===== src/rtl/connect_board_engine_pkg.sv =====
// Shared definitions for the Connect-N board engine:
// result codes, command opcodes, FSM states and scan direction deltas.
package connect_pkg;

    typedef enum logic [2:0] {
        S_IDLE,
        S_DROP,
        S_CHECK,
        S_CLEAR,
        S_REPORT
    } state_e;

    // Scan order: horizontal, vertical, diagonal, anti-diagonal
    typedef enum logic [1:0] {
        DIR_H,
        DIR_V,
        DIR_D,
        DIR_A
    } dir_e;

    localparam logic [2:0] RESULT_OK      = 3'd0;
    localparam logic [2:0] RESULT_FULL    = 3'd1;
    localparam logic [2:0] RESULT_BAD     = 3'd2;
    localparam logic [2:0] RESULT_WIN     = 3'd3;
    localparam logic [2:0] RESULT_DRAW    = 3'd4;
    localparam logic [2:0] RESULT_CLEARED = 3'd5;

    localparam logic OP_DROP  = 1'b0;
    localparam logic OP_CLEAR = 1'b1;

    function automatic logic signed [4:0] dir_dx(dir_e d);
        case (d)
            DIR_V:   return 5'sd0;
            default: return 5'sd1;
        endcase
    endfunction

    function automatic logic signed [4:0] dir_dy(dir_e d);
        case (d)
            DIR_H:   return 5'sd0;
            DIR_A:   return -5'sd1;
            default: return 5'sd1;
        endcase
    endfunction

endpackage


===== src/rtl/connect_board_engine_if.sv =====
// Command/result handshake bundle between game FSM (master) and engine (slave).
// VALID/READY command channel plus DONE-qualified RESULT/WIN_PLAYER/PIECE_ROW.
interface connect_board_engine_if;
    logic       CMD_VALID;
    logic       CMD_READY;
    logic       CMD_OP;
    logic [3:0] CMD_COL;
    logic [1:0] CMD_PLAYER;
    logic       DONE;
    logic [2:0] RESULT;
    logic [1:0] WIN_PLAYER;
    logic [3:0] PIECE_ROW;

    modport master (
        output CMD_VALID, CMD_OP, CMD_COL, CMD_PLAYER,
        input  CMD_READY, DONE, RESULT, WIN_PLAYER, PIECE_ROW
    );

    modport slave (
        input  CMD_VALID, CMD_OP, CMD_COL, CMD_PLAYER,
        output CMD_READY, DONE, RESULT, WIN_PLAYER, PIECE_ROW
    );
endinterface


===== src/rtl/connect_board_engine_grid.sv =====
// board_ram_grid: COLS x ROWS array of 2-bit cells, one write port with a
// whole-column clear strobe, two async read ports (scan a, display b).
module board_ram_grid #(
    parameter int COLS = 7,
    parameter int ROWS = 6
) (
    input  logic       clk_i,
    input  logic       rst_i,
    input  logic       we_i,
    input  logic [3:0] wcol_i,
    input  logic [3:0] wrow_i,
    input  logic [1:0] wdata_i,
    input  logic       clr_i,
    input  logic [3:0] clr_col_i,
    input  logic [3:0] ra_col_i,
    input  logic [3:0] ra_row_i,
    output logic [1:0] ra_data_o,
    input  logic [3:0] rb_col_i,
    input  logic [3:0] rb_row_i,
    output logic [1:0] rb_data_o
);
    localparam int CB = (COLS > 1) ? $clog2(COLS) : 1;
    localparam int RB = (ROWS > 1) ? $clog2(ROWS) : 1;
    localparam logic [3:0] C4 = 4'(COLS);
    localparam logic [3:0] R4 = 4'(ROWS);

    logic [1:0] cell_q [COLS][ROWS];

    logic ra_ok, rb_ok;
    assign ra_ok = (ra_col_i < C4) && (ra_row_i < R4);
    assign rb_ok = (rb_col_i < C4) && (rb_row_i < R4);

    assign ra_data_o = ra_ok ? cell_q[ra_col_i[CB-1:0]][ra_row_i[RB-1:0]] : 2'd0;
    assign rb_data_o = rb_ok ? cell_q[rb_col_i[CB-1:0]][rb_row_i[RB-1:0]] : 2'd0;

    always_ff @(posedge clk_i) begin
        if (rst_i) begin
            for (int c = 0; c < COLS; c++)
                for (int r = 0; r < ROWS; r++)
                    cell_q[c][r] <= 2'd0;
        end else begin
            if (we_i && wcol_i < C4 && wrow_i < R4)
                cell_q[wcol_i[CB-1:0]][wrow_i[RB-1:0]] <= wdata_i;
            if (clr_i && clr_col_i < C4)
                for (int r = 0; r < ROWS; r++)
                    cell_q[clr_col_i[CB-1:0]][r] <= 2'd0;
        end
    end
endmodule


===== src/rtl/connect_board_engine.sv =====
// Connect-N board engine: drop/clear commands over cmd (slave), win/draw scan,
// RD_COL/RD_ROW -> RD_CELL display read port, BOARD_FULL level output.
module connect_board_engine
    import connect_pkg::*;
#(
    parameter int COLS    = 7,
    parameter int ROWS    = 6,
    parameter int WIN_LEN = 4
) (
    input  logic                    CLOCK_50,
    input  logic                    RESET,
    connect_board_engine_if.slave   cmd,
    input  logic [3:0]              RD_COL,
    input  logic [3:0]              RD_ROW,
    output logic [1:0]              RD_CELL,
    output logic                    BOARD_FULL
);
    localparam int CELLS = COLS * ROWS;
    localparam int CW    = $clog2(CELLS + 1);
    localparam int CB    = (COLS > 1) ? $clog2(COLS) : 1;
    localparam logic [3:0] COLS4 = 4'(COLS);
    localparam logic [3:0] ROWS4 = 4'(ROWS);
    localparam logic [3:0] LAST_STEP = 4'(WIN_LEN - 1);
    localparam logic [4:0] WIN5 = 5'(WIN_LEN);
    localparam logic signed [4:0] COLS_S = 5'(COLS);
    localparam logic signed [4:0] ROWS_S = 5'(ROWS);
    localparam logic [CW-1:0] FULL = CW'(CELLS);

    state_e            state_q;
    dir_e              dir_q;
    logic              neg_q;
    logic [3:0]        step_q;
    logic [4:0]        run_q;
    logic signed [4:0] sx_q, sy_q;
    logic [3:0]        col_q;
    logic [1:0]        player_q;
    logic [3:0]        height_q [COLS];
    logic [CW-1:0]     count_q;
    logic              ready_q, done_q;
    logic [2:0]        result_q;
    logic [1:0]        winp_q;
    logic [3:0]        prow_q;

    logic       col_ok, drop_ok, in_b, match, side_end;
    logic [3:0] height;
    logic [4:0] run_n;
    logic [1:0] scan_cell;
    dir_e       dir_n;
    logic signed [4:0] px, py;

    assign col_ok  = col_q < COLS4;
    assign height  = col_ok ? height_q[col_q[CB-1:0]] : 4'd0;
    assign drop_ok = col_ok && (player_q != 2'd0) && (height != ROWS4);

    assign in_b = (sx_q >= 5'sd0) && (sx_q < COLS_S) &&
                  (sy_q >= 5'sd0) && (sy_q < ROWS_S);
    assign match    = in_b && (scan_cell == player_q);
    assign run_n    = run_q + {4'd0, match};
    assign side_end = !match || (step_q == LAST_STEP);
    assign dir_n    = dir_e'(dir_q + 2'd1);
    assign px       = $signed({1'b0, col_q});
    assign py       = $signed({1'b0, prow_q});

    board_ram_grid #(.COLS(COLS), .ROWS(ROWS)) u_grid (
        .clk_i     (CLOCK_50),
        .rst_i     (RESET),
        .we_i      (state_q == S_DROP && drop_ok),
        .wcol_i    (col_q),
        .wrow_i    (height),
        .wdata_i   (player_q),
        .clr_i     (state_q == S_CLEAR),
        .clr_col_i (col_q),
        .ra_col_i  (sx_q[3:0]),
        .ra_row_i  (sy_q[3:0]),
        .ra_data_o (scan_cell),
        .rb_col_i  (RD_COL),
        .rb_row_i  (RD_ROW),
        .rb_data_o (RD_CELL)
    );

    assign cmd.CMD_READY  = ready_q;
    assign cmd.DONE       = done_q;
    assign cmd.RESULT     = result_q;
    assign cmd.WIN_PLAYER = winp_q;
    assign cmd.PIECE_ROW  = prow_q;
    assign BOARD_FULL     = (count_q == FULL);

    always_ff @(posedge CLOCK_50) begin
        done_q <= 1'b0;
        if (RESET) begin
            state_q  <= S_IDLE;
            dir_q    <= DIR_H;
            neg_q    <= 1'b0;
            step_q   <= 4'd0;
            run_q    <= 5'd0;
            sx_q     <= 5'sd0;
            sy_q     <= 5'sd0;
            col_q    <= 4'd0;
            player_q <= 2'd0;
            count_q  <= '0;
            ready_q  <= 1'b1;
            result_q <= RESULT_OK;
            winp_q   <= 2'd0;
            prow_q   <= 4'd0;
            for (int c = 0; c < COLS; c++)
                height_q[c] <= 4'd0;
        end else begin
            unique case (state_q)
                S_IDLE: if (cmd.CMD_VALID) begin
                    ready_q  <= 1'b0;
                    player_q <= cmd.CMD_PLAYER;
                    if (cmd.CMD_OP == OP_CLEAR) begin
                        col_q   <= 4'd0;
                        state_q <= S_CLEAR;
                    end else begin
                        col_q   <= cmd.CMD_COL;
                        state_q <= S_DROP;
                    end
                end
                S_DROP: begin
                    if (!col_ok || player_q == 2'd0 || height == ROWS4) begin
                        state_q  <= S_REPORT;
                        done_q   <= 1'b1;
                        result_q <= col_ok && player_q != 2'd0 ?
                                    RESULT_FULL : RESULT_BAD;
                        winp_q   <= 2'd0;
                    end else begin
                        height_q[col_q[CB-1:0]] <= height + 4'd1;
                        count_q <= count_q + CW'(1);
                        prow_q  <= height;
                        dir_q   <= DIR_H;
                        neg_q   <= 1'b0;
                        step_q  <= 4'd1;
                        run_q   <= 5'd1;
                        sx_q    <= $signed({1'b0, col_q}) + 5'sd1;
                        sy_q    <= $signed({1'b0, height});
                        state_q <= S_CHECK;
                    end
                end
                S_CHECK: begin
                    if (run_n >= WIN5) begin
                        state_q  <= S_REPORT;
                        done_q   <= 1'b1;
                        result_q <= RESULT_WIN;
                        winp_q   <= player_q;
                    end else if (side_end) begin
                        step_q <= 4'd1;
                        if (!neg_q) begin
                            neg_q <= 1'b1;
                            run_q <= run_n;
                            sx_q  <= px - dir_dx(dir_q);
                            sy_q  <= py - dir_dy(dir_q);
                        end else if (dir_q == DIR_A) begin
                            state_q  <= S_REPORT;
                            done_q   <= 1'b1;
                            result_q <= (count_q == FULL) ? RESULT_DRAW : RESULT_OK;
                            winp_q   <= 2'd0;
                        end else begin
                            // Nothing sits above the new piece, so the
                            // vertical scan starts on its downward side.
                            dir_q <= dir_n;
                            run_q <= 5'd1;
                            neg_q <= (dir_n == DIR_V);
                            if (dir_n == DIR_V) begin
                                sx_q <= px;
                                sy_q <= py - 5'sd1;
                            end else begin
                                sx_q <= px + dir_dx(dir_n);
                                sy_q <= py + dir_dy(dir_n);
                            end
                        end
                    end else begin
                        step_q <= step_q + 4'd1;
                        run_q  <= run_n;
                        sx_q   <= neg_q ? sx_q - dir_dx(dir_q) : sx_q + dir_dx(dir_q);
                        sy_q   <= neg_q ? sy_q - dir_dy(dir_q) : sy_q + dir_dy(dir_q);
                    end
                end
                S_CLEAR: begin
                    height_q[col_q[CB-1:0]] <= 4'd0;
                    if (col_q == COLS4 - 4'd1) begin
                        count_q  <= '0;
                        state_q  <= S_REPORT;
                        done_q   <= 1'b1;
                        result_q <= RESULT_CLEARED;
                        winp_q   <= 2'd0;
                    end else begin
                        col_q <= col_q + 4'd1;
                    end
                end
                S_REPORT: begin
                    state_q <= S_IDLE;
                    ready_q <= 1'b1;
                end
                default: state_q <= S_IDLE;
            endcase
        end
    end
endmodule


===== src/flat_wrapper.sv =====
// flat-port wrapper written by rule: the top's interface ports become plain ports
module connect_board_engine_flat import connect_pkg::*;
#(
    parameter int COLS    = 7,
    parameter int ROWS    = 6,
    parameter int WIN_LEN = 4
)
  (CLOCK_50, RESET, RD_COL, RD_ROW, RD_CELL, BOARD_FULL, cmd_CMD_VALID, cmd_CMD_OP, cmd_CMD_COL, cmd_CMD_PLAYER, cmd_CMD_READY, cmd_DONE, cmd_RESULT, cmd_WIN_PLAYER, cmd_PIECE_ROW);
  connect_board_engine_if cmd_i ();
  input  logic CLOCK_50;
  input  logic RESET;
  input  logic [3:0] RD_COL;
  input  logic [3:0] RD_ROW;
  output logic [1:0] RD_CELL;
  output logic BOARD_FULL;
  input wire logic [$bits(cmd_i.CMD_VALID)-1:0] cmd_CMD_VALID;
  input wire logic [$bits(cmd_i.CMD_OP)-1:0] cmd_CMD_OP;
  input wire logic [$bits(cmd_i.CMD_COL)-1:0] cmd_CMD_COL;
  input wire logic [$bits(cmd_i.CMD_PLAYER)-1:0] cmd_CMD_PLAYER;
  output wire logic [$bits(cmd_i.CMD_READY)-1:0] cmd_CMD_READY;
  output wire logic [$bits(cmd_i.DONE)-1:0] cmd_DONE;
  output wire logic [$bits(cmd_i.RESULT)-1:0] cmd_RESULT;
  output wire logic [$bits(cmd_i.WIN_PLAYER)-1:0] cmd_WIN_PLAYER;
  output wire logic [$bits(cmd_i.PIECE_ROW)-1:0] cmd_PIECE_ROW;
  assign cmd_i.CMD_VALID = cmd_CMD_VALID;
  assign cmd_i.CMD_OP = cmd_CMD_OP;
  assign cmd_i.CMD_COL = cmd_CMD_COL;
  assign cmd_i.CMD_PLAYER = cmd_CMD_PLAYER;
  assign cmd_CMD_READY = cmd_i.CMD_READY;
  assign cmd_DONE = cmd_i.DONE;
  assign cmd_RESULT = cmd_i.RESULT;
  assign cmd_WIN_PLAYER = cmd_i.WIN_PLAYER;
  assign cmd_PIECE_ROW = cmd_i.PIECE_ROW;
  connect_board_engine #(.COLS(COLS), .ROWS(ROWS), .WIN_LEN(WIN_LEN)) u_core (.CLOCK_50(CLOCK_50), .RESET(RESET), .cmd(cmd_i), .RD_COL(RD_COL), .RD_ROW(RD_ROW), .RD_CELL(RD_CELL), .BOARD_FULL(BOARD_FULL));
endmodule

===== config.mk =====
export PLATFORM = sky130hd
export DESIGN_NAME = connect_board_engine_flat
export DESIGN_NICKNAME = d
export VERILOG_FILES = /design/src/rtl/connect_board_engine_pkg.sv /design/src/rtl/connect_board_engine_if.sv /design/src/rtl/connect_board_engine_grid.sv /design/src/rtl/connect_board_engine.sv /design/src/flat_wrapper.sv
export SDC_FILE = /design/constraint.sdc
export NUM_CORES = 1
export LEC_CHECK = 0
export CAP_MARGIN = 25
export CORE_AREA = 8 8 155 215
export CTS_CLUSTER_DIAMETER = 120
export DETAILED_ROUTE_END_ITERATION = 16
export DIE_AREA = 0 0 163 223
export MAX_ROUTING_LAYER = met4
export PLACE_DENSITY = 0.47
export SYNTH_ARGS = -nofsm -noshare
export SYNTH_HDL_FRONTEND = slang
export SYNTH_SLANG_ARGS = --single-unit

===== constraint.sdc =====
create_clock -name CLOCK_50 -period 8.12 [get_ports CLOCK_50]
set_input_delay 1.218 -clock CLOCK_50 [delete_from_list [all_inputs] [get_ports CLOCK_50]]
set_output_delay 1.218 -clock CLOCK_50 [all_outputs]
set_load 0.05 [all_outputs]

# After elaboration in Yosys (flattened, before gate mapping)
# Memory sizes are Yosys's and may differ from the RTL's. A register that Yosys moved wholly into a read port is not among the register bits.
# Cells that the tools add are included.
[totals] ram_bits=112 out_inout_bits=14 ff_bits=48 input_bits=18 word_cells=296 memories=2
[memory_table] name="u_core.u_grid.cell_q" words=7 width=12 rd=2 rd_clocked_by_memory_dff=1 wr=7 line_no="connect_board_engine_grid.sv:27" rtl="logic [1:0] cell_q [COLS][ROWS];"
[memory_table] name="u_core.height_q" words=7 width=4 rd=1 rd_clocked_by_memory_dff=1 wr=7 line_no="connect_board_engine.sv:37" rtl="logic [3:0] height_q [COLS];"
[classes] addsub=16 reduce_logical=41 bitwise_logic=17 muxes=163 n_lt_le_gt_ge=15 n_eq_ne=27
[ops] cell="5-bit two-way mux" n=51
[ops] cell="3-bit two-way mux" n=20
[ops] cell="5-bit case mux with 2 select lines" n=5
[ops] cell="1-bit two-way mux" n=40
[ops] cell="2-bit two-way mux" n=20
[ops] cell="12-bit two-way mux" n=3
[ops] cell="4-bit two-way mux" n=9
[ops] cell="4-bit by 3-bit less-than comparator with 1-bit output, second input constant" n=6
[ops] cell="5-bit adder" n=4
[ops] cell="5-bit subtractor" n=4
[ops] cell="4-bit case mux with 2 select lines" n=2
[ops] cell="1-bit logical AND" n=13
[ops] cell="1-bit bitwise OR" n=13
[ops] cell="4-bit by 1-bit adder with 4-bit output, second input constant" n=3
[ops] cell="2-bit binary-select mux with 3-bit select" n=2
[ops] cell="4-bit >= comparator, second input constant" n=3
[ops] cell="6-bit two-way mux" n=2
[ops] cell="2-bit != test, second input constant" n=6
[ops] cell="3-bit NOT with 4-bit output" n=3
[ops] cell="3-bit case mux with 4 select lines" n=1
[ops] cell="6-bit case mux with 2 select lines" n=1
[ops] cell="6-bit AND reduction" n=2
[ops] cell="12-bit OR reduction" n=1
[ops] cell="5-bit by 1-bit >= comparator with 1-bit output, second input constant" n=2
[ops] cell="other kinds (39)" n=63

# Depth between registers and ports, before layout
[depth] depth_word=22 depth_mapped=22 mapped_depth_nobuf=17

# Hierarchy
# A second synthesis with hierarchy kept.
[unflattened] cells_unflattened=1180 hier_area_um2=11055.6
[by_module_without_submodules] mod="board_ram_grid" seq_area_each_um2=1921.8 area_per_inst_um2=5893.2 cells_each=621 instances=1
[by_module_without_submodules] mod="connect_board_engine" seq_area_each_um2=1941.9 area_per_inst_um2=5162.5 cells_each=559 instances=1

# Worst setup path after synthesis
# Ideal clock, no wire load.
[synth_timing] path_type="input to output" from="in RD_COL[0]" to="out RD_CELL[1]" path_stages=10 setup_slack_ns=3.218 path_buffers=2 required_ns=6.902 arrival_ns=3.684 cell_sequence="clkbuf_1 clkbuf_1 mux2i_1 o221ai_1 o22ai_1 a211oi_1 a21oi_1 nor2_1 a21oi_1 nor2_1"
[synth_via] elab_chain_cells=5 word_cells_on_any_way=7 classes_between="order compare: 1; mux: 4; reduce/logical: 1; memory: 1"
[synth_rtl] element="start: declaration" line_no="flat_wrapper.sv:12" rtl="input logic [3:0] RD_COL;"
[synth_rtl] element="memory read 7 x 12 bit"
[synth_rtl] element="2-bit binary-select mux with 3-bit select" line_no="connect_board_engine_grid.sv:34" rtl="assign rb_data_o = rb_ok ? cell_q[rb_col_i[CB-1:0]][rb_row_i[RB-1:0]] : 2'd0;"
[synth_rtl] element="2-bit two-way mux (not written as such) (2 in series)" line_no="connect_board_engine_grid.sv:34"
[synth_rtl] element="2-bit two-way mux *" line_no="connect_board_engine_grid.sv:34"
[synth_rtl] element="end: declaration" line_no="flat_wrapper.sv:14" rtl="output logic [1:0] RD_CELL;"
# Mark *: on every way between the ends. The rest lies on a longest branch, timed or not. The select of a mux whose other input is x is not followed.

# Worst setup path after layout
[layout_timing] from="in RD_COL[0]" to="out RD_CELL[0]"
# Same word-level chain as after synthesis.

==> summary.md <==
| Metric | Value |
|---|---|
| Fillers | `slightly above 3000` |
| Req. time, crit path | `6900 ps` |
| Layout cell share with drive strength beyond 1 | `0.1067` |
| Clock-pin slew on the worst setup and hold paths | `approximately 70 ps` |
| DIE AREA | `~36000 um^2` |
| Gr ovfl total | `0` |
| Distinct cells, synth | `65` |
| Clock latency at the later pin of the worst-skew pair | `about 450 ps` |
| # diodes | `0` |
| Max Slew Vio Count | `0` |
| Worst setup path class | `in2out` |
| Core region area | `approximately 30000 um^2` |
| Die height | `223 um` |
| Routed wire per std cell | `~22 um` |
| Clock skew | `between 10 and 15 ps` |
| Leak Pwr | `approximately 3.9 nW` |
| Die width | `between 150 and 200 um` |
| I/O pin cnt | `32` |
| Synth warn | `0` |
| Post-route minimum period | `roughly 5400 ps` |
| Total Nets Final | `approximately 1000` |
| I/O Buffers | `31` |
| # Max-Cap Violations | `0` |
| CTS tree | `built` |
| Vias in the first global route | `7683` |
| Setup repair bufs after CTS | `0` |
| Final Hold Viols | `0` |
| Syn Nets | `1034` |
| Total track usage | `0.1761` |
| Routed Wire Length | `approximately 30000 um` |
| Synth Register Bits | `182` |
| Main flop type after synthesis | `edfxtp_1` |
| Post-CTS sizing | `0` |
| Cts-stage hold buffer count | `0` |
| CP max FO | `29` |
| Dpl cell area | `between 10000 and 15000 um^2` |
| Min-delay worst type | `reg2reg` |
| Placed Instances | `~1400` |
| Via Count | `roughly 7500` |
| TritonCTS Sinks | `182` |
| RSZ-0062 raised after global routing | `no` |
| Routability cong. | `0.8876` |
| Synth-to-Final Area Change | `11.43%` |
| Routed vias/inst | `between 5 and 6` |
| Largest net degree at the start of global routing | `53` |
| Worst hold slack | `roughly 480 ps` |
| HPWL reported at the end of detailed placement | `between 20000 and 25000 um` |
| Antenna viol nets, final | `0` |
| Share of flip-flops with an asynchronous set or reset | `0` |
| Peak supply drop | `0.1307 mV` |
| Drt first-iter violations | `approximately 510` |
| First-pass GRT wire length | `46660 um` |
| 1st-pass router iterations | `5` |
| Fmax | `roughly 190 MHz` |
| Syn_area_per_cell | `between 10 and 15 um^2` |
| Post-Syn Area | `around 10000 um^2` |
| PnR worst setup slack | `between 2000 and 3000 ps` |
| Critical Path Source Type | `input pin` |
| Finished Cell Area | `11530 um^2` |
| Crit. End Element | `output port` |
| Sequential share of the synthesized area | `0.4722` |
| CP max-delay cell | `clkdlybuf4s50_1` |
| CP Cell Sequence | `buf_2 -> mux4_2 -> mux4_2 -> mux2i_1 -> nor2_1 -> a21oi_1 -> nor2_1 -> clkdlybuf4s50_1` |
| Finished Layout Cells | `approximately 1400` |
| Crit path DAT | `4150 ps` |
| Status | `finished, final reports clean` |
| H-Tree Depth | `4` |
| Clock buffer depth | `2` |
| Worst path max stage delay | `between 600 and 700 ps` |
| Relative slew slack | `0.2892` |
| Root buf cell | `clkbuf_16` |
| Remaining DRCs | `0` |
| Initial Util | `0.3421` |
| Worst slew pin tran | `between 1000 and 1500 ps` |
| CTS buffer count | `17` |
| # rows | `76` |
| EDFF count, synth | `between 100 and 150` |
| Initial antenna violation count | `0` |
| Setup WS pre-CTS | `between 2000 and 2500 ps` |
| Final setup vio count | `0` |
| Synthesized instance count | `980` |
| Power Dens Cells | `198.0 nW/um^2` |
| Period utilisation layout | `0.6609` |
| Final TNS setup | `0 ps` |
[power by group]
group | total, mW | internal [mW] | switching, mW
combinational | 0.405 | 0.159 | 0.246
clock | 0.802 | 0.426 | 0.377
sequential | 1.07 | 1.02 | 0.0508
[flip-flops by register name (all words and copies together), names as in the netlist, named ones only]
name / flops
u_core.cmd.WIN_PLAYER: 2
u_core.col_q: 4
u_core.cmd.CMD_READY: 1
u_core.dir_q: 2
u_core.player_q: 2
u_core.height_q: 32
u_core.cmd.PIECE_ROW: 4
u_core.sy_q: 5
u_core.cmd.RESULT: 3
u_core.sx_q: 5
u_core.u_grid.cell_q: 96
u_core.neg_q: 1
u_core.cmd.DONE: 1
u_core.run_q: 5
u_core.step_q: 4
u_core.state_q: 3
u_core.count_q: 6
[cells in the mapped netlist, types with 8 or more instances]
cell        n  area (um^2)
dfxtp_1    58         1161
a22oi_1     9        67.56
nand2_1    65        244.0
a21o_1     12        90.09
edfxtp_1  124         3724
nor2b_1    12        75.07
nor2_1    196        735.7
inv_1      31        116.4
a21oi_1    47        235.2
nor3_1     15        75.07
nand3_1    17        85.08
xnor2_1    18        157.7
buf_2      10        50.05
nand4_1     8        50.05
mux2i_1    49        490.5
o21ai_0    30        150.1
clkbuf_1   44        165.2
o21ai_1    24        120.1
ha_1       32        400.4
mux4_2     47         1059
xor2_1     12        105.1
[layer usage]
metal  vias up  part of all wire  GRT usage  routed length, um
met1      3666              0.41     0.1983              12340
met4         0             0.030    0.06884                902
met2       213              0.53     0.3099              16160
li1       3594                 -          -                  -
met5         -                 0          -                  0
met3        44             0.033    0.02324               1016
[worst max-delay path, delay by kind of cell]
kind                   cells  cell delay [ps]
multiplexers               3             1320
AO/OA/AOI/OAI              1              110
AND/OR/NAND/NOR            2              110
buffers and inverters      2             1370
[stage by stage]
stage          power (mW)  utilization
6_report            2.282       0.3812
2_1_floorplan       1.367            -
3_3_place_gp        1.498       0.3613
5_1_grt             2.371       0.3812
3_5_place_dp        1.500       0.3619
4_1_cts             2.301       0.3803
[area by class of cell]
class                   instances  area (um^2)  share of cell area
clock buffers                  18        429.2             0.03723
clock inverters                14        126.4             0.01096
inverters                      33        123.9             0.01075
multi-input cells             698         5022              0.4357
flip-flops and latches        182         4886              0.4239
well taps                     390        488.0             0.04233
repair buffers                 48        451.7             0.03918
[cell usage in the layout (no fill, tap or decap), drive strengths merged, types with 5 or more instances in the layout]
cell and n:
and3 7, o21ai 54, nand2 65, clkbuf 18, mux4 47, inv 35
xor2 12, mux2i 50, nand4 8, nor4 6, or3 5, a21oi 51
a211oi 8, xnor2 18, and2 5, nor2 198, a311oi 5, edfxtp 124
a21o 12, clkinv 10, clkdlybuf4s50 29, a22oi 9, ha 32, nand3 17
nor2b 12, dfxtp 58, nor3 15, buf 19, o22ai 6, o211ai 7
a31oi 5
[worst paths after layout]
kind,start,end,slack (ps),cells past startpoint
worst max-delay path,RD_COL[0],RD_CELL[0],2750,8
worst min-delay path,u_core.cmd.RESULT[1]$_SDFFE_PP0P_,u_core.cmd.RESULT[1]$_SDFFE_PP0P_,480,2
worst max register to register,flip-flop,flip-flop,3150,19
worst min register to register,u_core.cmd.RESULT[1]$_SDFFE_PP0P_,u_core.cmd.RESULT[1]$_SDFFE_PP0P_,480,2
[logic make-up after synthesis]
logic type                 share of synthesized area
xor gates and xnor gates                     0.02540
muxes                                         0.1530
buffers and inverters                        0.04233
AOI/OAI and AO/OA                             0.1132
DFF                                           0.4722
and+or+nand+nor                               0.1474
adders and majority gates                    0.04644
Power figures use the tool's default switching activity.
